===== src/rtl/pe_inject_queue.sv =====
// pe_inject_queue: buffered, token-bucket paced injection stage placed
// between a PE traffic source and the PE input port of a torus switch.
// Source bursts land in a first-word-fall-through FIFO. The head packet is
// offered to the switch only while the bucket holds a token, and it is held
// stable until the switch takes it.
module pe_inject_queue #(
  parameter int P_W       = 22,
  parameter int FIFO_D    = 8,
  parameter int MAX_RATE  = 1,
  parameter int MAX_TOKEN = 1,
  parameter int CNT_W     = 16
) (
  input  logic                      clk,
  input  logic                      rst,
  input  logic [P_W-1:0]            src_pkt,
  input  logic                      src_vld,
  output logic                      src_rdy,
  output logic [P_W-1:0]            out_pkt,
  output logic                      out_vld,
  input  logic                      sw_rdy,
  output logic [$clog2(FIFO_D):0]   occupancy,
  output logic [CNT_W-1:0]          sent_cnt
);

  // Storage and pointer geometry (FIFO_D is a power of two, so pointers wrap naturally)
  localparam int AW    = $clog2(FIFO_D);
  localparam int OCC_W = AW + 1;

  // Token bucket geometry; the refill counter keeps one bit even when MAX_RATE is 1
  localparam int TK_W = $clog2(MAX_TOKEN + 1);
  localparam int RC_W = (MAX_RATE > 1) ? $clog2(MAX_RATE) : 1;

  localparam logic [OCC_W-1:0] OCC_ZERO = {OCC_W{1'b0}};
  localparam logic [OCC_W-1:0] OCC_ONE  = OCC_W'(1);
  localparam logic [OCC_W-1:0] OCC_FULL = OCC_W'(FIFO_D);
  localparam logic [AW-1:0]    PTR_ZERO = {AW{1'b0}};
  localparam logic [AW-1:0]    PTR_ONE  = AW'(1);
  localparam logic [TK_W-1:0]  TOK_ZERO = {TK_W{1'b0}};
  localparam logic [TK_W-1:0]  TOK_ONE  = TK_W'(1);
  localparam logic [TK_W-1:0]  TOK_MAX  = TK_W'(MAX_TOKEN);
  localparam logic [RC_W-1:0]  RC_ZERO  = {RC_W{1'b0}};
  localparam logic [RC_W-1:0]  RC_ONE   = RC_W'(1);
  localparam logic [RC_W-1:0]  RC_LAST  = RC_W'(MAX_RATE - 1);
  localparam logic [CNT_W-1:0] CNT_ZERO = {CNT_W{1'b0}};
  localparam logic [CNT_W-1:0] CNT_ONE  = CNT_W'(1);

  // Registered state
  logic [P_W-1:0]   mem_r [FIFO_D];
  logic [AW-1:0]    wr_ptr_r;
  logic [AW-1:0]    rd_ptr_r;
  logic [OCC_W-1:0] occ_r;
  logic [TK_W-1:0]  tokens_r;
  logic [RC_W-1:0]  refill_cnt_r;
  logic [CNT_W-1:0] sent_cnt_r;

  // Combinational control
  logic             full_s;
  logic             empty_s;
  logic             tok_avail_s;
  logic             push_s;
  logic             pop_s;
  logic             refill_s;
  logic [OCC_W-1:0] occ_nxt_s;
  logic [TK_W-1:0]  tokens_nxt_s;
  logic [RC_W-1:0]  refill_cnt_nxt_s;

  // Handshake decode: both ready and valid come from registered state only,
  // so neither sw_rdy nor src_vld can loop back through this block.
  always_comb begin
    full_s      = (occ_r == OCC_FULL);
    empty_s     = (occ_r == OCC_ZERO);
    tok_avail_s = (tokens_r != TOK_ZERO);
    src_rdy     = !full_s;
    out_vld     = !empty_s && tok_avail_s;
    push_s      = src_vld && !full_s;
    pop_s       = out_vld && sw_rdy;
    refill_s    = (refill_cnt_r == RC_LAST);
  end

  // Occupancy next state: a simultaneous push and pop leaves the level unchanged
  always_comb begin
    occ_nxt_s = occ_r;
    case ({push_s, pop_s})
      2'b10:   occ_nxt_s = occ_r + OCC_ONE;
      2'b01:   occ_nxt_s = occ_r - OCC_ONE;
      2'b11:   occ_nxt_s = occ_r;
      default: occ_nxt_s = occ_r;
    endcase
  end

  // Bucket next state: a refill and a consume in the same cycle cancel, so no
  // token is lost to saturation; a lone refill saturates at MAX_TOKEN.
  always_comb begin
    tokens_nxt_s = tokens_r;
    case ({refill_s, pop_s})
      2'b10: begin
        if (tokens_r != TOK_MAX) begin
          tokens_nxt_s = tokens_r + TOK_ONE;
        end else begin
          tokens_nxt_s = tokens_r;
        end
      end
      2'b01:   tokens_nxt_s = tokens_r - TOK_ONE;
      2'b11:   tokens_nxt_s = tokens_r;
      default: tokens_nxt_s = tokens_r;
    endcase
  end

  // Refill counter free-runs 0..MAX_RATE-1 from reset, independent of traffic
  always_comb begin
    if (refill_s) begin
      refill_cnt_nxt_s = RC_ZERO;
    end else begin
      refill_cnt_nxt_s = refill_cnt_r + RC_ONE;
    end
  end

  // Packet storage: written at the tail on an accepted push, never during reset
  always_ff @(posedge clk) begin
    if (push_s && !rst) begin
      mem_r[wr_ptr_r] <= src_pkt;
    end
  end

  // FIFO pointers and occupancy; reset drops every stored packet
  always_ff @(posedge clk) begin
    if (rst) begin
      wr_ptr_r <= PTR_ZERO;
      rd_ptr_r <= PTR_ZERO;
      occ_r    <= OCC_ZERO;
    end else begin
      if (push_s) begin
        wr_ptr_r <= wr_ptr_r + PTR_ONE;
      end
      if (pop_s) begin
        rd_ptr_r <= rd_ptr_r + PTR_ONE;
      end
      occ_r <= occ_nxt_s;
    end
  end

  // Token bucket state: starts full so the first MAX_TOKEN packets go back to back
  always_ff @(posedge clk) begin
    if (rst) begin
      tokens_r     <= TOK_MAX;
      refill_cnt_r <= RC_ZERO;
    end else begin
      tokens_r     <= tokens_nxt_s;
      refill_cnt_r <= refill_cnt_nxt_s;
    end
  end

  // Accepted-packet counter; wraps silently at 2^CNT_W
  always_ff @(posedge clk) begin
    if (rst) begin
      sent_cnt_r <= CNT_ZERO;
    end else if (pop_s) begin
      sent_cnt_r <= sent_cnt_r + CNT_ONE;
    end
  end

  // Output mapping: the head entry falls through, and it stays put until popped
  always_comb begin
    out_pkt   = mem_r[rd_ptr_r];
    occupancy = occ_r;
    sent_cnt  = sent_cnt_r;
  end

endmodule


===== config.mk =====
export PLATFORM = sky130hd
export DESIGN_NAME = pe_inject_queue
export DESIGN_NICKNAME = d
export VERILOG_FILES = /design/src/rtl/pe_inject_queue.sv
export SDC_FILE = /design/constraint.sdc
export NUM_CORES = 1
export LEC_CHECK = 0
export CAP_MARGIN = 20
export CORE_MARGIN = 2
export CORE_UTILIZATION = 40
export DETAILED_ROUTE_END_ITERATION = 10
export SYNTH_ARGS = -nofsm -noshare
export SYNTH_HDL_FRONTEND = slang
export SYNTH_SLANG_ARGS = --single-unit

===== constraint.sdc =====
create_clock -name clk -period 7.38 [get_ports clk]
set_input_delay 1.476 -clock clk [delete_from_list [all_inputs] [get_ports clk]]
set_output_delay 1.476 -clock clk [all_outputs]
set_load 0.01 [all_outputs]

==> results.md <==
- Count of pins over their slew limit: 0
- Switching power share of the total: 25.08%
- Setup Buffers After CTS: 0
- Depth of the CTS H-tree: 1
- First-pass GRT wire length: 24.42 mm
- Aggregate global routing overflow: 0
- Clock latency reported for the late side of the worst-skew pair: 0.50 ns
- Share of the cycle needed by the critical path after routing: 64.49%
- Via count of the first global-routing pass: 4405
- Standard-cell rows: 52
- Data required time at the worst endpoint: 5.90 ns
- Result of the run: finished, final reports clean
- Remaining antenna violation count: 0
- Number of input and output port buffers inserted: 69
- Dominant cell type by area after synthesis: sky130_fd_sc_hd__edfxtp_1
- Mapped Area: 0.008084 mm2
- Endpoint class of the critical path: output pin
- Power per unit of standard cell area: 317.0 mW/mm2
- Fraction of final layout cells with drive strength greater than 1: 23.85%
- Effective utilization at floorplan: 40.34%
- Static power due to leakage: 3.085 nW
- Top-level port count: 70
- Sequential share of power: 45.3%
- Maximum number of pins on one net before global-route repair: 45
- Die height: 146.2 um
- CTS tree: yes
- CTS max path bufs: 3
- Yosys Warn Count: 0
- Fraction of power consumed by combinational cells: 21.9%
- Internal power component: 0.002327 W
- Number of standard cells after synthesis: 421
- Top cells by area, synth: sky130_fd_sc_hd__edfxtp_1, sky130_fd_sc_hd__mux4_2, sky130_fd_sc_hd__dfxtp_1, sky130_fd_sc_hd__mux2_2, sky130_fd_sc_hd__xor2_1
- Post-cts hold buffer count: 0
- Clock Sink Count: 207
- Pre-CTS WS: 3.021 ns
- Setup violations, final: 0
- Floorplan core area: 0.02004 mm2
- Chip width: 146.2 um
- Ant diodes: 0
- RSZ-0062 raised after global routing: no
- Detailed-route via count: 4072
- Final critical delay including setup and external delays: 4.759 ns
- Peak fanout along the critical path: 27
- Proportion of synthesized chip area in sequential cells: 73.05%
- DRC Markers: 0
- Clock share of power: 32.8%
- Layout area overhead: 21.22%
- CP Data Arrival Time: 3.28 ns
- Num CTS Buffers: 22
- Worst-case clock skew: 0.01190 ns
- Minimum setup slack in the final design: 2.621 ns
- Number of antenna violations at the first check in global routing: 0
- Switching power total: 0.0007790 W
- Violation count after the first detailed-routing iteration: 235
- Post-layout net count: 537
- Final number of hold-violating endpoints: 0
- Setup TNS after final layout: 0 ns
- Reported max-cap violation count: 0
- Least-Margin Pin Slew: 0.9694 ns
- GPL Wtd Cong: 0.6923
- Synth Area per Inst: 19.20 um2
- Setup crit start kind: flip-flop
- Routed via count divided by cell count: 5.154
- First-pass detailed-route iteration total: 4
- Clock transition time at the flip-flop clock pins of the worst setup and hold paths: 0.06 ns
- Maximum clock rate: 210.1 MHz
- Net Count, Synth: 454
- Root buffer cell: sky130_fd_sc_hd__clkbuf_16
- DIE AREA: 0.02136 mm2
- Total routing usage reported by global routing: 14.61%
- Class of the tightest hold or removal check: reg -> reg
- Post-CTS resize count: 0
- Synth cell types: 41
- DP HPWL: 8.651 mm
- Worst relative slew slack: 35.37%
- Number of synthesized register bits: 207
- Setup Crit Path Kind: reg -> out
- Average detailed-routed wire length per instance: 19.58 um
- Worst supply voltage drop on vdd: 0.0001611 V
- Area share of the largest cell type after synthesis: 65.38%
- Wire length reported by the detailed router: 15.47 mm
==> through the flow <==
stage | cells | hold slack, ns | power, W | area, um2 | utilization (%)
after floorplan | 421 | 0.4541 | 0.001883 | 8084 | -
after global placement | 750 | 0.4640 | 0.002113 | 9125 | 45.54
after detailed placement | 750 | 0.4775 | 0.002125 | 9125 | 45.54
after CTS | 790 | 0.4858 | 0.003150 | 9799 | 48.90
after global routing | 790 | 0.5093 | 0.003250 | 9799 | 48.90
final | 790 | 0.4817 | 0.003106 | 9799 | 48.90
==> synthesized netlist by cell type (all sizes together) <==
cell and n:
conb 1, or4 5, o31ai 4, nor2 21, o32ai 1, and2 1
nand3 11, nor2b 4, and4 3, and3 1, nand2 10, o21ai 4
mux2 23, mux4 44, a31oi 1, inv 2, a21oi 13, nand2b 1
a21o 1, nor3 3, or3 5, o41a 1, edfxtp 176, nand3b 2
nor4b 1, mux2i 1, nand4 6, buf 15, nor4 1, dfxtp 31
or4b 1, ha 7, clkbuf 5, xor2 15
==> power by group through the flow <==
stage,logic [W],clock network [W],registers [W]
finish,0.000679,0.00102,0.00141
global route,0.000737,0.00109,0.00142
CTS,0.000693,0.00104,0.00141
detailed placement,0.000689,0,0.00144
global placement,0.000680,0,0.00143
floorplan,0.000499,0,0.00138
==> registers in the layout (all words and copies together), names as in the netlist, named ones only <==
| name | count |
|---|---|
| mem_r | 176 |
| wr_ptr_r | 3 |
| refill_cnt_r | 1 |
| occupancy | 4 |
| tok_avail_s | 1 |
| sent_cnt | 16 |
| rd_ptr_r | 3 |
==> logic make-up (layout without fill, tap and decap cells) <==
group | Yosys count | count (layout) | share of synthesized area, %
fa+ha+maj | 7 | 7 | 1.083
buf+inv | 22 | 121 | 1.455
simple gates | 76 | 76 | 5.294
other cells | 1 | 1 | 0.04639
xor+xnor | 15 | 15 | 1.625
compound gates | 25 | 25 | 1.857
mux | 68 | 68 | 15.59
flops | 207 | 207 | 73.05
==> cell usage in the layout, fill, tap and decap left out, types with 3 or more instances in the layout <==
cell and instances:
sky130_fd_sc_hd__nand2_2 3, sky130_fd_sc_hd__clkinv_2 3, sky130_fd_sc_hd__o21ai_0 4, sky130_fd_sc_hd__clkdlybuf4s50_1 69
sky130_fd_sc_hd__clkinv_1 8, sky130_fd_sc_hd__o31ai_1 4, sky130_fd_sc_hd__nand4_1 6, sky130_fd_sc_hd__or3_1 4
sky130_fd_sc_hd__clkbuf_16 23, sky130_fd_sc_hd__a21oi_1 13, sky130_fd_sc_hd__mux2_2 23, sky130_fd_sc_hd__ha_1 7
sky130_fd_sc_hd__nor2b_1 4, sky130_fd_sc_hd__edfxtp_1 176, sky130_fd_sc_hd__nor3_2 3, sky130_fd_sc_hd__clkbuf_1 3
sky130_fd_sc_hd__nand3_1 10, sky130_fd_sc_hd__buf_4 10, sky130_fd_sc_hd__xor2_1 15, sky130_fd_sc_hd__dfxtp_1 29
sky130_fd_sc_hd__mux4_2 44, sky130_fd_sc_hd__nor2_1 18, sky130_fd_sc_hd__or4_1 5, sky130_fd_sc_hd__nand2_1 7
==> metal layers <==
metal | wire, um | part of all wire (%) | GRT usage, %
met1 | 6860 | 44 | 19.60
met2 | 7611 | 49 | 25.07
met3 | 770 | 5.0 | 2.656
met4 | 227 | 1.5 | 3.301
met5 | 0 | 0 | 0
==> worst paths after layout <==
| kind | slack (ns) | end | start | cells past startpoint |
|---|---|---|---|---|
| max | 2.62 | out_pkt[21] | flip-flop | 4 |
| min | 0.48 | sent_cnt[15] | sent_cnt[15] | 2 |
| max reg2reg | 4.64 | occupancy[3] | occupancy[0] | 7 |
| min reg2reg | 0.48 | sent_cnt[15] | sent_cnt[15] | 2 |
==> worst max-delay path: stages (launching register included) <==
cell,delay [ns]
sky130_fd_sc_hd__dfxtp_2,0.97
sky130_fd_sc_hd__buf_4,0.48
sky130_fd_sc_hd__mux4_2,0.54
sky130_fd_sc_hd__mux2_2,0.29
sky130_fd_sc_hd__clkdlybuf4s50_1,0.49
==> cell type report <==
| cell class | count | area (um2) |
|---|---|---|
| inverters | 2 | 7.507 |
| well taps | 270 | 337.8 |
| fillers | 1710 | 10240 |
| clock buffers | 26 | 586.8 |
| flip-flops and latches | 207 | 5908 |
| clock inverters | 14 | 87.58 |
| multi-input cells | 192 | 2106 |
| repair buffers | 79 | 765.7 |
Power figures use the tool's default switching activity.
